--- config.mk ---
export PLATFORM = sky130hd
export DESIGN_NAME = range_frame_sequencer
export DESIGN_NICKNAME = d
export VERILOG_FILES = /design/src/rtl/range_frame_sequencer.sv
export SDC_FILE = /design/constraint.sdc
export NUM_CORES = 1
export LEC_CHECK = 0
export BUFFER_PORTS_ARGS = -buffer_cell sky130_fd_sc_hd__buf_2
export CORE_MARGIN = 4
export CORE_UTILIZATION = 40
export CTS_CLUSTER_DIAMETER = 200
export DETAILED_ROUTE_END_ITERATION = 8
export PLACE_DENSITY_LB_ADDON = 0.2
export SLEW_MARGIN = 20
export SYNTH_ARGS = -nofsm -noshare
export SYNTH_HDL_FRONTEND = slang
export SYNTH_SLANG_ARGS = --single-unit
--- constraint.sdc ---
create_clock -name i_clock -period 2.8 [get_ports i_clock]
set_clock_uncertainty 0.15 [all_clocks]
set_input_delay 0.56 -clock i_clock [delete_from_list [all_inputs] [get_ports i_clock]]
set_output_delay 0.56 -clock i_clock [all_outputs]
set_load 0.01 [all_outputs]
--- src/rtl/range_frame_sequencer.sv ---
// rtl/range_frame_sequencer.sv - FIFO-buffered framed burst feeder for the range finder (optional RFS_AUTO_RESTART_EN)
module range_frame_sequencer #(
    parameter int WIDTH = 8,
    parameter int AW    = 4
) (
    input  logic             i_clock,
    input  logic             i_reset,
    input  logic [WIDTH-1:0] i_in_data,
    input  logic             i_in_valid,
    output logic             o_in_ready,
    input  logic             i_start,
    input  logic [AW:0]      i_frame_len,
    output logic [WIDTH-1:0] o_data_out,
    output logic             o_go,
    output logic             o_finish,
    output logic             o_busy,
    output logic             o_done,
    output logic             o_cfg_err,
    output logic [AW:0]      o_fill_level
);

    localparam int          DEPTH   = 2 ** AW;
    localparam logic [AW:0] C_DEPTH = {1'b1, {AW{1'b0}}};
    localparam logic [AW:0] C_TWO   = (AW + 1)'(2);
    localparam logic [AW:0] C_ONE   = (AW + 1)'(1);

    typedef enum logic [1:0] {
        S_IDLE = 2'd0,
        S_FILL = 2'd1,
        S_EMIT = 2'd2
    } state_t;

    state_t           r_state;
    state_t           w_next;

    logic [WIDTH-1:0] r_mem [DEPTH];
    logic [AW-1:0]    r_wr_ptr;
    logic [AW-1:0]    r_rd_ptr;
    logic [AW:0]      r_count;
    logic [AW:0]      w_count_next;
    logic [AW:0]      r_len_q;
    logic [AW:0]      r_cnt;

    logic [WIDTH-1:0] r_data_out;
    logic             r_go;
    logic             r_finish;
    logic             r_cfg_err;

    logic             w_in_ready;
    logic             w_push;
    logic             w_pop;
    logic             w_last;
    logic             w_len_ok;
    logic             w_load;

`ifdef RFS_AUTO_RESTART_EN
    logic             r_stop;
`endif

    assign w_in_ready = (r_count < C_DEPTH);
    assign w_push     = i_in_valid && w_in_ready;
    // A frame is only entered once fully buffered, so every EMIT cycle has data.
    assign w_pop      = (r_state == S_EMIT);
    assign w_last     = (r_cnt == C_ONE);
    assign w_len_ok   = (i_frame_len >= C_TWO) && (i_frame_len <= C_DEPTH);
    // Counter reloads on entering EMIT, including a back-to-back restart.
    assign w_load     = (w_next == S_EMIT) && ((r_state != S_EMIT) || w_last);

    // Occupancy after this cycle's push/pop, used by count and restart decision
    always_comb begin
        w_count_next = r_count;
        case ({w_push, w_pop})
            2'b10:   w_count_next = r_count + C_ONE;
            2'b01:   w_count_next = r_count - C_ONE;
            default: w_count_next = r_count;
        endcase
    end

    // Next-state decode
    always_comb begin
        w_next = r_state;
        case (r_state)
            S_IDLE: if (i_start && w_len_ok) w_next = S_FILL;
            S_FILL: if (r_count >= r_len_q) w_next = S_EMIT;
            S_EMIT: begin
                if (w_last) begin
`ifdef RFS_AUTO_RESTART_EN
                    if (r_stop || i_start)
                        w_next = S_IDLE;
                    else if (w_count_next >= r_len_q)
                        w_next = S_EMIT;
                    else
                        w_next = S_FILL;
`else
                    w_next = S_IDLE;
`endif
                end
            end
            default: w_next = S_IDLE;
        endcase
    end

    // State register
    always_ff @(posedge i_clock) begin
        if (i_reset)
            r_state <= S_IDLE;
        else
            r_state <= w_next;
    end

    // FIFO storage; contents need no reset since pointers and count are flushed
    always_ff @(posedge i_clock) begin
        if (w_push)
            r_mem[r_wr_ptr] <= i_in_data;
    end

    // FIFO pointers and occupancy
    always_ff @(posedge i_clock) begin
        if (i_reset) begin
            r_wr_ptr <= '0;
            r_rd_ptr <= '0;
            r_count  <= '0;
        end else begin
            if (w_push) r_wr_ptr <= r_wr_ptr + 1'b1;
            if (w_pop)  r_rd_ptr <= r_rd_ptr + 1'b1;
            r_count <= w_count_next;
        end
    end

    // Frame length latch and EMIT down-counter
    always_ff @(posedge i_clock) begin
        if (i_reset) begin
            r_len_q <= '0;
            r_cnt   <= '0;
        end else begin
            if (r_state == S_IDLE && i_start)
                r_len_q <= i_frame_len;
            if (w_load)
                r_cnt <= r_len_q;
            else if (w_pop)
                r_cnt <= r_cnt - C_ONE;
        end
    end

`ifdef RFS_AUTO_RESTART_EN
    // Stop request: start while busy lets the current frame finish, then idles
    always_ff @(posedge i_clock) begin
        if (i_reset || r_state == S_IDLE)
            r_stop <= 1'b0;
        else if (i_start)
            r_stop <= 1'b1;
    end
`endif

    // Registered burst outputs, one cycle behind the pop
    always_ff @(posedge i_clock) begin
        if (i_reset) begin
            r_data_out <= '0;
            r_go       <= 1'b0;
            r_finish   <= 1'b0;
            r_cfg_err  <= 1'b0;
        end else begin
            r_go      <= w_pop && (r_cnt == r_len_q);
            r_finish  <= w_pop && w_last;
            r_cfg_err <= (r_state == S_IDLE) && i_start && !w_len_ok;
            if (w_pop)
                r_data_out <= r_mem[r_rd_ptr];
        end
    end

    assign o_in_ready   = w_in_ready;
    assign o_data_out   = r_data_out;
    assign o_go         = r_go;
    assign o_finish     = r_finish;
    assign o_done       = r_finish;
    assign o_cfg_err    = r_cfg_err;
    assign o_busy       = (r_state != S_IDLE);
    assign o_fill_level = r_count;

endmodule

After elaboration in Yosys (flattened, before gate mapping) --
Memory sizes are Yosys's and may differ from the RTL's. A register that Yosys moved wholly into a read port is not among the register bits. Cells that the tools add are included.
Operators by class: order comparisons 4, reductions and logical operators 14, $add $sub $neg 5, multiplexer cells 9, equal/unequal tests 8
Operator list (count):
- 5-bit 2-to-1 mux | 2
- 5-bit case mux with 2 select lines | 1
- 5-bit by 1-bit subtractor with 5-bit output, second input constant | 2
- 4-bit by 1-bit adder with 4-bit output, second input constant | 2
- 1-bit logical AND | 8
- 2-bit equality test, second input constant | 3
- 2-bit 2-to-1 mux | 3
- 2-bit case mux with 3 select lines | 1
- 2-bit nonzero test | 3
- 5-bit by 1-bit adder with 5-bit output, second input constant | 1
- 5-bit by 1-bit equality test with 1-bit output, second input constant | 1
- 5-bit equality test | 1
- 5-bit by 2-bit >= comparator with 1-bit output, second input constant | 1
- 5-bit >= comparator | 1
- 5-bit less-or-equal comparator, second input constant | 1
- 5-bit less-than comparator, second input constant | 1
- 2-bit by 1-bit equality test with 1-bit output, second input constant | 2
- 2-bit logical NOT | 1
- 1-bit 2-to-1 mux | 2
- 2-bit != test, second input constant | 1
- 1-bit logical NOT | 1
- 1-bit logical OR | 1
Storage, ports and cells: register bits 28, bits of input ports 17, output and inout bits 19, memories 1, bits in writable memories 128, logic and storage cells 50
Memory list:
- r_mem | words 16, width 8, read ports 1, clocked after Yosys merged registers in 1, wr ports 1, line 36 | logic [WIDTH-1:0] r_mem [DEPTH];

Depth between registers and ports, before layout --
Gate-level depths: netlist of the first run.
depth after elaboration 8, mapped depth 11, gate-level depth less buffers 10

Worst setup path before layout of the first run --
Ideal clock, no wire load.
path type input port to flip-flop, from in i_in_valid, to reg r_count[4], in the netlist o_fill_level[4], arrival 2.632 ns, path buffers 1, stages on the path 10, slack -0.102 ns, cell sequence nor2b_1 -> clkbuf_1 -> inv_1 -> ha_1 -> ha_1 -> nor2b_1 -> o21ai_0 -> a21oi_1 -> or3b_2 -> mux2_2
Between the ends: longest elaborated chain between the ends 3
RTL lines:
- start, declared | line 9 | input logic i_in_valid,
- 1-bit logical AND (*) | line 61 | assign w_push = i_in_valid && w_in_ready;
- 2-bit by 1-bit equality test with 1-bit output or 2-bit equality test (tied branches) | line 72 | case ({w_push, w_pop})
- 5-bit case mux with 2 select lines or 2-bit nonzero test (tied branches)
- end signal, assigned | line 126 | r_count <= w_count_next;
- end, declared | line 39 | logic [AW:0] r_count;
Every way passes the cells marked *; elsewhere a longest branch is shown, timed or not. A chain may end at the register's enable or synchronous reset.

Worst setup path after layout of the first run --
from reg r_state[0], to reg r_count[4], in the netlist o_fill_level[4]
Between the ends: longest elaborated chain between the ends 3
RTL lines:
- start, declared | line 33 | state_t r_state;
- start signal, assigned | line 108 | r_state <= w_next;
- 2-bit equality test (*) | line 63 | assign w_pop = (r_state == S_EMIT);
- 2-bit by 1-bit equality test with 1-bit output or 2-bit equality test (tied branches) | line 72
- 5-bit case mux with 2 select lines or 2-bit nonzero test (tied branches)
Marked as above.

==> impl_results.md, run 1 <==
* Largest net degree at the start of global routing at 35
* IO Count at 36
* CTS tree: built
* Synthesized Nets at 458
* M2 GR Usage at 25.1%
* Hold Slack at 0.251 ns
* Final net count at 518
* DRT antenna net count at 0
* First-pass GRT wire length at 21900 um
* Final Max Tran Viols at 0
* Hpwl dp at 8840 um
* Seq cells post-synth at 164
* Psw at 1.19 mW
* Die width at 139 um
* Critical path arrival at 2.72 ns
* Vias per cell at 5.22
* Required @ worst endpoint at 2.96 ns
* Met1 usage at 19.4%
* Slowest CP cell: or3b_2
* Aggregate routed wire length at 13800 um
* Setup violators final at 0
* H-tree depth at 4
* Status: finished clean
* Worst Setup End Kind: flop
* DRT Pass-1 Iters at 4
* Max-slew headroom at 51.1%
* Most common cell in the synthesized netlist: edfxtp_1
* Post-synthesis async set-or-reset flop share at 0%
* Initial Util at 41.0%
* CTS sink count at 164
* Register-to-Register Setup Slack at 0.24 ns
* Switching Fraction at 22.6%
* Power Density at 669 mW/mm^2
* Post-CTS setup buffer count at 0
* # hold bufs at CTS at 0
* Hold Crit Class: input pin to flop
* Grt met3 use at 4.28%
* Fraction of power consumed by sequential logic at 51.8%
* Crit path largest cell delay at 0.44 ns
* Cts bufs inserted at 17
* Most frequent cells after synthesis: edfxtp_1, nor2_1, dfxtp_1, nand2_1
* Post-synth top flop: edfxtp_1
* IO Port Bufs at 35
* Routed len/inst at 19.3 um
* Diodes inserted at 0
* Busiest layer in global routing: met2
* Family with the most delay on the worst path: simple AND/OR/NAND/NOR gates
* Post-Syn Area at 0.00682 sq mm
* Tmin final at 2.56 ns
* Placement Setup Slack at -0.0561 ns
* GRT Total Usage at 15.0%
* PostCTS Resize Cnt at 0
* Total die area at 0.0192 sq mm
* Final worst-path setup slack at 0.238 ns
* Clock share of power at 40.7%
* Post-Synthesis Cells at 424
* Worst IR drop on VDD at 488 uV
* GP Congestion at 0.740
* Grt ovf at 0
* Share of the synthesized area in the top cell type at 56.3%
* Cell-internal power at 4.08 mW
* Fin crit share at 91.5%
* Synthesized area per cell at 16.1 sq um
* Share of cells above drive strength 1 at 25.6%
* Fmax at 0.390 GHz
* Final hold vios at 0
* Ys Warns at 0
* Total of max-cap violations at 0
* Cell taking the most area after synthesis: edfxtp_1
* Total Neg Setup Slack at 0 ns
* Leak at 2.77 nW
* Worst-path maximum fanout at 5
* Cell Rows at 47
* Core Area at 0.0166 sq mm
* Worst-Skew Late Latency at 0.42 ns
* Vias in the first global route at 3845
* Remaining DRCs at 0
* CP cell instances: nand2b_1, inv_2, ha_2, inv_1, fa_1, nor2b_1, o21ai_1, nand3_1, or3b_2, mux2_2
* Number of synthesized flops with an enable pin at 128
* Comb power frac at 7.5%
* CP startpoint kind: flop
* Critical path class: flop to flop
* Initial drt markers at 150
* Least-Margin Pin Slew at 0.731 ns
* CTS root buf: clkbuf_16
* Initial antenna violation count at 2
* Buffer and inverter count on the worst path at 2
* Die Y at 139 um
* Vias at 3744
* RSZ-0062 raised after global routing: false
* Top cells by area, synth: edfxtp_1, dfxtp_1, mux4_1
* Register area share after synthesis at 66.9%
* Clock transition at the registers of the reported paths at 0.06 ns
* Library cells used by synthesis at 42
* Layout fillers at 1452
* Area grow syn2layout at 15.7%
* Bufs on Longest Clock Path at 2
[through the flow]
| step | total power, mW | area, sq um | std cells | util [%] |
|---|---|---|---|---|
| 4_1_cts | 5.34 | 7890 | 717 | 47.4 |
| 2_1_floorplan | 3.04 | 6830 | 424 | - |
| 3_5_place_dp | 3.19 | 7340 | 685 | 44.1 |
| 5_1_grt | 5.51 | 7890 | 717 | 47.4 |
| 3_3_place_gp | 3.17 | 7340 | 685 | 44.1 |
| 6_report | 5.28 | 7890 | 717 | 47.4 |
[tightest hold or removal path: cells and delay by family]
family / cells / cell delay [ns]
buffers and inverters: 2 / 0.16
and+or+nand+nor: 1 / 0.05
[registers in the layout, indices dropped and copies added (netlist names)]
register,count
o_done,1
r_rd_ptr,4
o_data_out,8
r_len_q,5
r_wr_ptr,4
o_fill_level,5
o_cfg_err,1
r_state,2
r_mem,128
o_go,1
r_cnt,5
[cells by family (layout without fill, tap and decap cells)]
kind of cell    Yosys count  count (layout)  synth area share [%]
buf+inv                  37             110                  2.93
compound gates           37              37                  3.54
fa+ha+maj                17              17                  3.23
mux                      52              52                  14.7
simple gates            102             102                  6.71
flops                   164             164                  66.9
xor+xnor                 15              15                  1.93
[power groups by stage]
stage	sequential (mW)	combinational (mW)	clock [mW]
floorplan	2.78	0.257	0
global route	2.74	0.446	2.32
finish	2.73	0.398	2.15
CTS	2.73	0.403	2.20
global placement	2.78	0.389	0
detailed placement	2.79	0.400	0
[area by class of cell]
| cell class | count | area (sq um) | share of cell area (%) |
|---|---|---|---|
| flip-flops and latches | 164 | 4570 | 57.9 |
| inverters | 18 | 67.6 | 0.856 |
| well taps | 220 | 275 | 3.49 |
| clock buffers | 21 | 440 | 5.58 |
| multi-input cells | 223 | 2060 | 26.2 |
| clock inverters | 11 | 103 | 1.30 |
| repair buffers | 60 | 375 | 4.76 |
[final timing paths]
path | startpoint | to | cells after the start
worst min-delay path | i_start | o_cfg_err | 3
worst max-delay path | r_state[0] | o_fill_level[4] | 10
worst min register to register | r_state[1] | r_state[0] | 1
worst max register to register | r_state[0] | o_fill_level[4] | 10
[layout by cell type (no fill, tap or decap), types with 2 or more instances in the layout]
cell        instances
xor2_1              7
nor2b_1             5
clkinv_4            2
a22oi_1             8
a211oi_1            3
clkinvlp_4          2
mux2i_1             3
clkbuf_1            4
o21ai_0             3
nor4_1              2
xnor2_1             8
dfxtp_1            35
nand2_1            30
buf_2              35
nor3_1              8
nand4_1             3
nand3b_1            2
nand3_1             3
mux4_1             17
nor2_1             41
inv_1              17
clkinv_2            2
mux2_2             17
ha_1               15
a21oi_1            15
buf_4              24
mux4_2             15
edfxtp_1          128
clkbuf_16          17
inv_6               3
nand2b_1            3
[routing by layer]
layer,wire [um],share of wire (%)
met2,6960,50
met4,186,1.3
met3,529,3.8
met5,7,0.051
met1,6140,44
No activity file was read; power rests on OpenSTA's default activity.
==> run 2, diff against run 1 <==
--- a/config.mk
+++ b/config.mk
@@ -10,7 +10,7 @@
 export CORE_UTILIZATION = 40
 export CTS_CLUSTER_DIAMETER = 200
 export DETAILED_ROUTE_END_ITERATION = 8
-export PLACE_DENSITY_LB_ADDON = 0.2
+export PLACE_DENSITY = 0.64
 export SLEW_MARGIN = 20
 export SYNTH_ARGS = -nofsm -noshare
 export SYNTH_HDL_FRONTEND = slang
==> run 2 against run 1 <==
Combinational power about the same; total power increased by 5.0%; wire length decreased by 1.3%; sequential power is essentially flat.
==> impl_results.md, run 2 (synthesis gave the netlist of run 1 again) <==
* Critical path class: flop to flop
* Worst IR drop on VDD at 405 uV
* Most flops, register: r_mem
* Psw at 1.26 mW
* Switching Fraction at 22.7%
* CTS root buf: clkbuf_16
* Power Density at 696 mW/mm^2
* Comb power frac at 7.2%
* Worst Setup End Kind: flop
* Hpwl dp at 8850 um
* Commonest non-fill, non-tap cell in the layout: edfxtp_1
* Status: finished clean
* Worst-Skew Late Latency at 0.42 ns
* Critical path arrival at 2.71 ns
* Total of max-cap violations at 0
* IO Count at 36
* Total power at 5.54 mW
* Worst-path maximum fanout at 5
* Post-CTS setup buffer count at 0
* Core Area at 0.0166 sq mm
* Die Y at 139 um
* Family with the most delay on the worst path: simple AND/OR/NAND/NOR gates
* Hold Slack at 0.248 ns
* Commonest non-fill, non-tap cells in the layout: edfxtp_1, nor2_1, buf_2, dfxtp_1, nand2_1
* Crit path largest cell delay at 0.45 ns
* Area grow syn2layout at 16.8%
* Remaining DRCs at 0
* Die width at 139 um
* Final net count at 518
* Hold Crit Class: input pin to flop
* Vias per cell at 5.18
* Final Max Tran Viols at 0
* Fin crit share at 90.9%
* Clock share of power at 43.5%
* Vias at 3711
* CP startpoint kind: flop
* DRT Pass-1 Iters at 5
* Buffer and inverter count on the worst path at 2
* DRT antenna net count at 0
* Max-slew headroom at 52.6%
* Initial Util at 41.0%
* Final hold vios at 0
* Setup violators final at 0
* Vias in the first global route at 3944
* Cell Rows at 47
* CTS sink count at 164
* Aggregate routed wire length at 13600 um
* First-pass GRT wire length at 21600 um
* Bufs on Longest Clock Path at 2
* Leak at 2.81 nW
* Clock transition at the registers of the reported paths at 0.07 ns
* Tmin final at 2.54 ns
* Total die area at 0.0192 sq mm
* H-tree depth at 4
* Cts bufs inserted at 17
* Least-Margin Pin Slew at 0.709 ns
* RSZ-0062 raised after global routing: false
* Initial drt markers at 195
* Grt ovf at 0
* PostCTS Resize Cnt at 0
* Largest net degree at the start of global routing at 35
* Initial antenna violation count at 0
* Share of cells above drive strength 1 at 26.2%
* GRT Total Usage at 14.6%
* Layout fillers at 1441
* GP Congestion at 0.777
* IO Port Bufs at 35
* Slowest CP cell: or3b_2
* CP cell instances: nand2b_1, inv_2, ha_2, inv_1, fa_1, nor2b_1, o21ai_1, nand3_1, or3b_2, mux2_2
* Fraction of power consumed by sequential logic at 49.4%
* Required @ worst endpoint at 2.96 ns
* Diodes inserted at 0
* Fmax at 0.393 GHz
* CTS tree: built
* Routed len/inst at 19.0 um
* Largest register FFs at 128
* # hold bufs at CTS at 0
* Cell-internal power at 4.29 mW
-- run 2: metal layers --
metal	track usage, %	share of wire (%)	vias up
met3	3.90	4.4	16
met5	0	0	-
li1	-	-	1737
met1	18.1	43	1880
met2	25.3	51	78
met4	4.37	1.4	0
-- run 2: final cells by class --
cell class,count,area [sq um],area share [%]
flip-flops and latches,164,4570,57.3
repair buffers,60,375,4.71
multi-input cells,223,2060,25.9
clock inverters,15,195,2.45
inverters,18,67.6,0.848
well taps,220,275,3.45
clock buffers,17,425,5.34
-- run 2: power groups by stage --
stage	Clock (mW)	Combinational (mW)	Sequential, mW
CTS	2.46	0.401	2.74
detailed placement	0	0.396	2.79
floorplan	0	0.257	2.78
global route	2.57	0.445	2.74
finish	2.41	0.397	2.74
global placement	0	0.384	2.78
-- run 2: final timing paths --
check,start,endpoint,slack (ns),cells after the start
max,r_state[0],o_fill_level[4],0.26,10
min,i_frame_len[2],r_len_q[2],0.25,3
max reg2reg,r_state[0],o_fill_level[4],0.26,10
min reg2reg,o_data_out[7],o_data_out[7],0.35,2
-- run 2: worst register-to-register path: cells and delay by family, from the launching register on --
| kind | cells | cell delay, ns |
|---|---|---|
| AO/OA/AOI/OAI | 1 | 0.10 |
| buffers and inverters | 2 | 0.13 |
| adder cells (fa/ha/maj) | 2 | 0.56 |
| flip-flops | 1 | 0.34 |
| multiplexers | 1 | 0.27 |
| AND/OR/NAND/NOR | 4 | 0.89 |
-- run 2: per-stage QoR --
stage                     area (sq um)  instances  setup slack (ns)  util [%]  TNS, ns
final                             7970        717             0.255      47.9        0
after global routing              7970        717             0.121      47.9        0
after CTS                         7960        717             0.260      47.9        0
after detailed placement          7340        685           -0.0206      44.1  -0.0206
after global placement            7340        685            0.0354      44.1        0
after floorplan                   6830        424            0.0183         -        0
==> run 3, diff against run 2 <==
--- a/config.mk
+++ b/config.mk
@@ -5,12 +5,12 @@
 export SDC_FILE = /design/constraint.sdc
 export NUM_CORES = 1
 export LEC_CHECK = 0
-export BUFFER_PORTS_ARGS = -buffer_cell sky130_fd_sc_hd__buf_2
 export CORE_MARGIN = 4
 export CORE_UTILIZATION = 40
 export CTS_CLUSTER_DIAMETER = 200
 export DETAILED_ROUTE_END_ITERATION = 8
-export PLACE_DENSITY = 0.64
+export DONT_BUFFER_PORTS = 1
+export PLACE_DENSITY = 0.62
 export SLEW_MARGIN = 20
 export SYNTH_ARGS = -nofsm -noshare
 export SYNTH_HDL_FRONTEND = slang
==> run 3 against run 2 <==
Total power decreased by 3.2%; setup slack improved by 0.0036 ns; largest power group unchanged; first-iteration DRC count increased by 15%; critical endpoint unchanged; global-route usage about the same; register-to-register slack about the same; count of clock-buffer cells in the layout increased by 3.
==> impl_results.md, run 3 (synthesis gave the netlist of run 1 again) <==
* Busiest layer in global routing: met2
* Die width at 139 um
* Buffer and inverter count on the worst path at 2
* GP Congestion at 0.800
* Remaining DRCs at 0
* Most flops, register: r_mem
* Largest net degree at the start of global routing at 35
* Share of cells above drive strength 1 at 20.1%
* Bufs on Longest Clock Path at 2
* Least-Margin Pin Slew at 0.876 ns
* IO Port Bufs at 0
* CTS tree: built
* # hold bufs at CTS at 0
* CP startpoint kind: flop
* Hold Crit Class: input pin to flop
* Post-CTS setup buffer count at 0
* DRT antenna net count at 0
* Grt ovf at 0
* Total Neg Setup Slack at 0 ns
* M2 GR Usage at 24.3%
* R2r endpoint: o_fill_level[4]
* CP cell instances: nand2b_1, inv_2, ha_2, inv_1, fa_1, nor2b_1, o21ai_1, nand3_1, or3b_2, mux2_2
* Worst-Skew Late Latency at 0.42 ns
* Hold Slack at 0.0593 ns
* Critical path arrival at 2.70 ns
* Required @ worst endpoint at 2.96 ns
* Diodes inserted at 0
* Tmin final at 2.54 ns
* Core Area at 0.0166 sq mm
* Largest register FFs at 128
* Fin crit share at 90.8%
* Commonest non-fill, non-tap cells in the layout: edfxtp_1, nor2_1, dfxtp_1, nand2_1, buf_4
* Total of max-cap violations at 0
* Final Max Tran Viols at 0
* Slowest CP cell: or3b_2
* Reg2reg start: r_state[0]
* CTS root buf: clkbuf_16
* Max-slew headroom at 41.4%
* Final hold vios at 0
* Final net count at 483
* Worst IR drop on VDD at 540 uV
* Hold Path Stages at 1
* Total die area at 0.0192 sq mm
* Commonest non-fill, non-tap cell in the layout: edfxtp_1
* Leak at 2.62 nW
* Cell Rows at 47
* Clock transition at the registers of the reported paths at 0.06 ns
* Family with the most delay on the worst path: simple AND/OR/NAND/NOR gates
* Routed len/inst at 19.7 um
* R2R depth at 10
* DRT Pass-1 Iters at 4
* Hold path start: i_reset
* Aggregate routed wire length at 13400 um
* RSZ-0062 raised after global routing: false
* Register-to-Register Setup Slack at 0.26 ns
* Setup violators final at 0
* Worst Setup End Kind: flop
* Vias per cell at 5.29
* Vias at 3606
* Layout Utilization at 46.6%
* WHS Endpoint: o_fill_level[0]
* Met1 usage at 17.8%
* Initial drt markers at 225
* Initial antenna violation count at 0
* First-pass GRT wire length at 20900 um
* Total power at 5.37 mW
* Power Density at 692 mW/mm^2
* GRT Total Usage at 14.6%
* Cts bufs inserted at 17
* IO Count at 36
* Critical path class: flop to flop
* Hpwl dp at 8540 um
* Initial Util at 41.0%
* Worst-path maximum fanout at 5
* H-tree depth at 4
* Status: finished clean
* Die Y at 139 um
* Area grow syn2layout at 13.6%
* CTS sink count at 164
* PostCTS Resize Cnt at 0
* Fmax at 0.394 GHz
* Grt met3 use at 5.07%
* Crit path largest cell delay at 0.45 ns
* Vias in the first global route at 3599
==> run 3: changes by cell type in the layout (fill, tap and decap cells not counted), sizes merged <==
cell,change
buf,-35
clkinv,-5
clkinvlp,+4
clkbuf,+3
bufinv,-1
inv,-1
==> run 3: layer usage <==
metal / routed length [um] / part of all wire (%) / vias up
met5: 0 / 0 / -
met4: 167 / 1.2 / 0
met3: 723 / 5.4 / 14
met2: 6690 / 50 / 73
met1: 5870 / 44 / 1847
li1: - / - / 1672
==> run 3: metrics by stage <==
stage               std cells  setup slack (ns)  instance area [sq um]
floorplan                 424            0.0183                   6830
global placement          650             0.114                   7170
detailed placement        650            0.0626                   7170
CTS                       682             0.258                   7750
global route              682             0.127                   7750
finish                    682             0.259                   7750
==> run 3: worst max-delay path by stage <==
| stage | start | end | slack (ns) | depth (start not counted) |
|---|---|---|---|---|
| 2_1_floorplan | i_in_valid | o_fill_level[4] | 0.02 | 11 |
| 3_3_place_gp | i_in_valid | o_fill_level[4] | 0.11 | 10 |
| 3_5_place_dp | i_in_valid | o_fill_level[4] | 0.06 | 10 |
| 4_1_cts | r_state[0] | o_fill_level[4] | 0.26 | 10 |
| 5_1_grt | r_state[0] | o_fill_level[4] | 0.13 | 10 |
| 6_report | r_state[0] | o_fill_level[4] | 0.26 | 10 |
==> run 3: area by class of cell <==
| class | instances | area, sq um |
|---|---|---|
| inverters | 18 | 67.6 |
| multi-input cells | 223 | 2060 |
| clock buffers | 20 | 437 |
| fillers | 1429 | 8890 |
| repair buffers | 25 | 200 |
| flip-flops and latches | 164 | 4570 |
| clock inverters | 12 | 148 |
| well taps | 220 | 275 |
==> run 3: power breakdown <==
| group | switching (mW) | total, mW | leakage, nW | internal, mW |
|---|---|---|---|---|
| combinational | 0.169 | 0.319 | 0.895 | 0.150 |
| clock | 0.963 | 2.30 | 0.272 | 1.33 |
| sequential | 0.0628 | 2.75 | 1.45 | 2.69 |
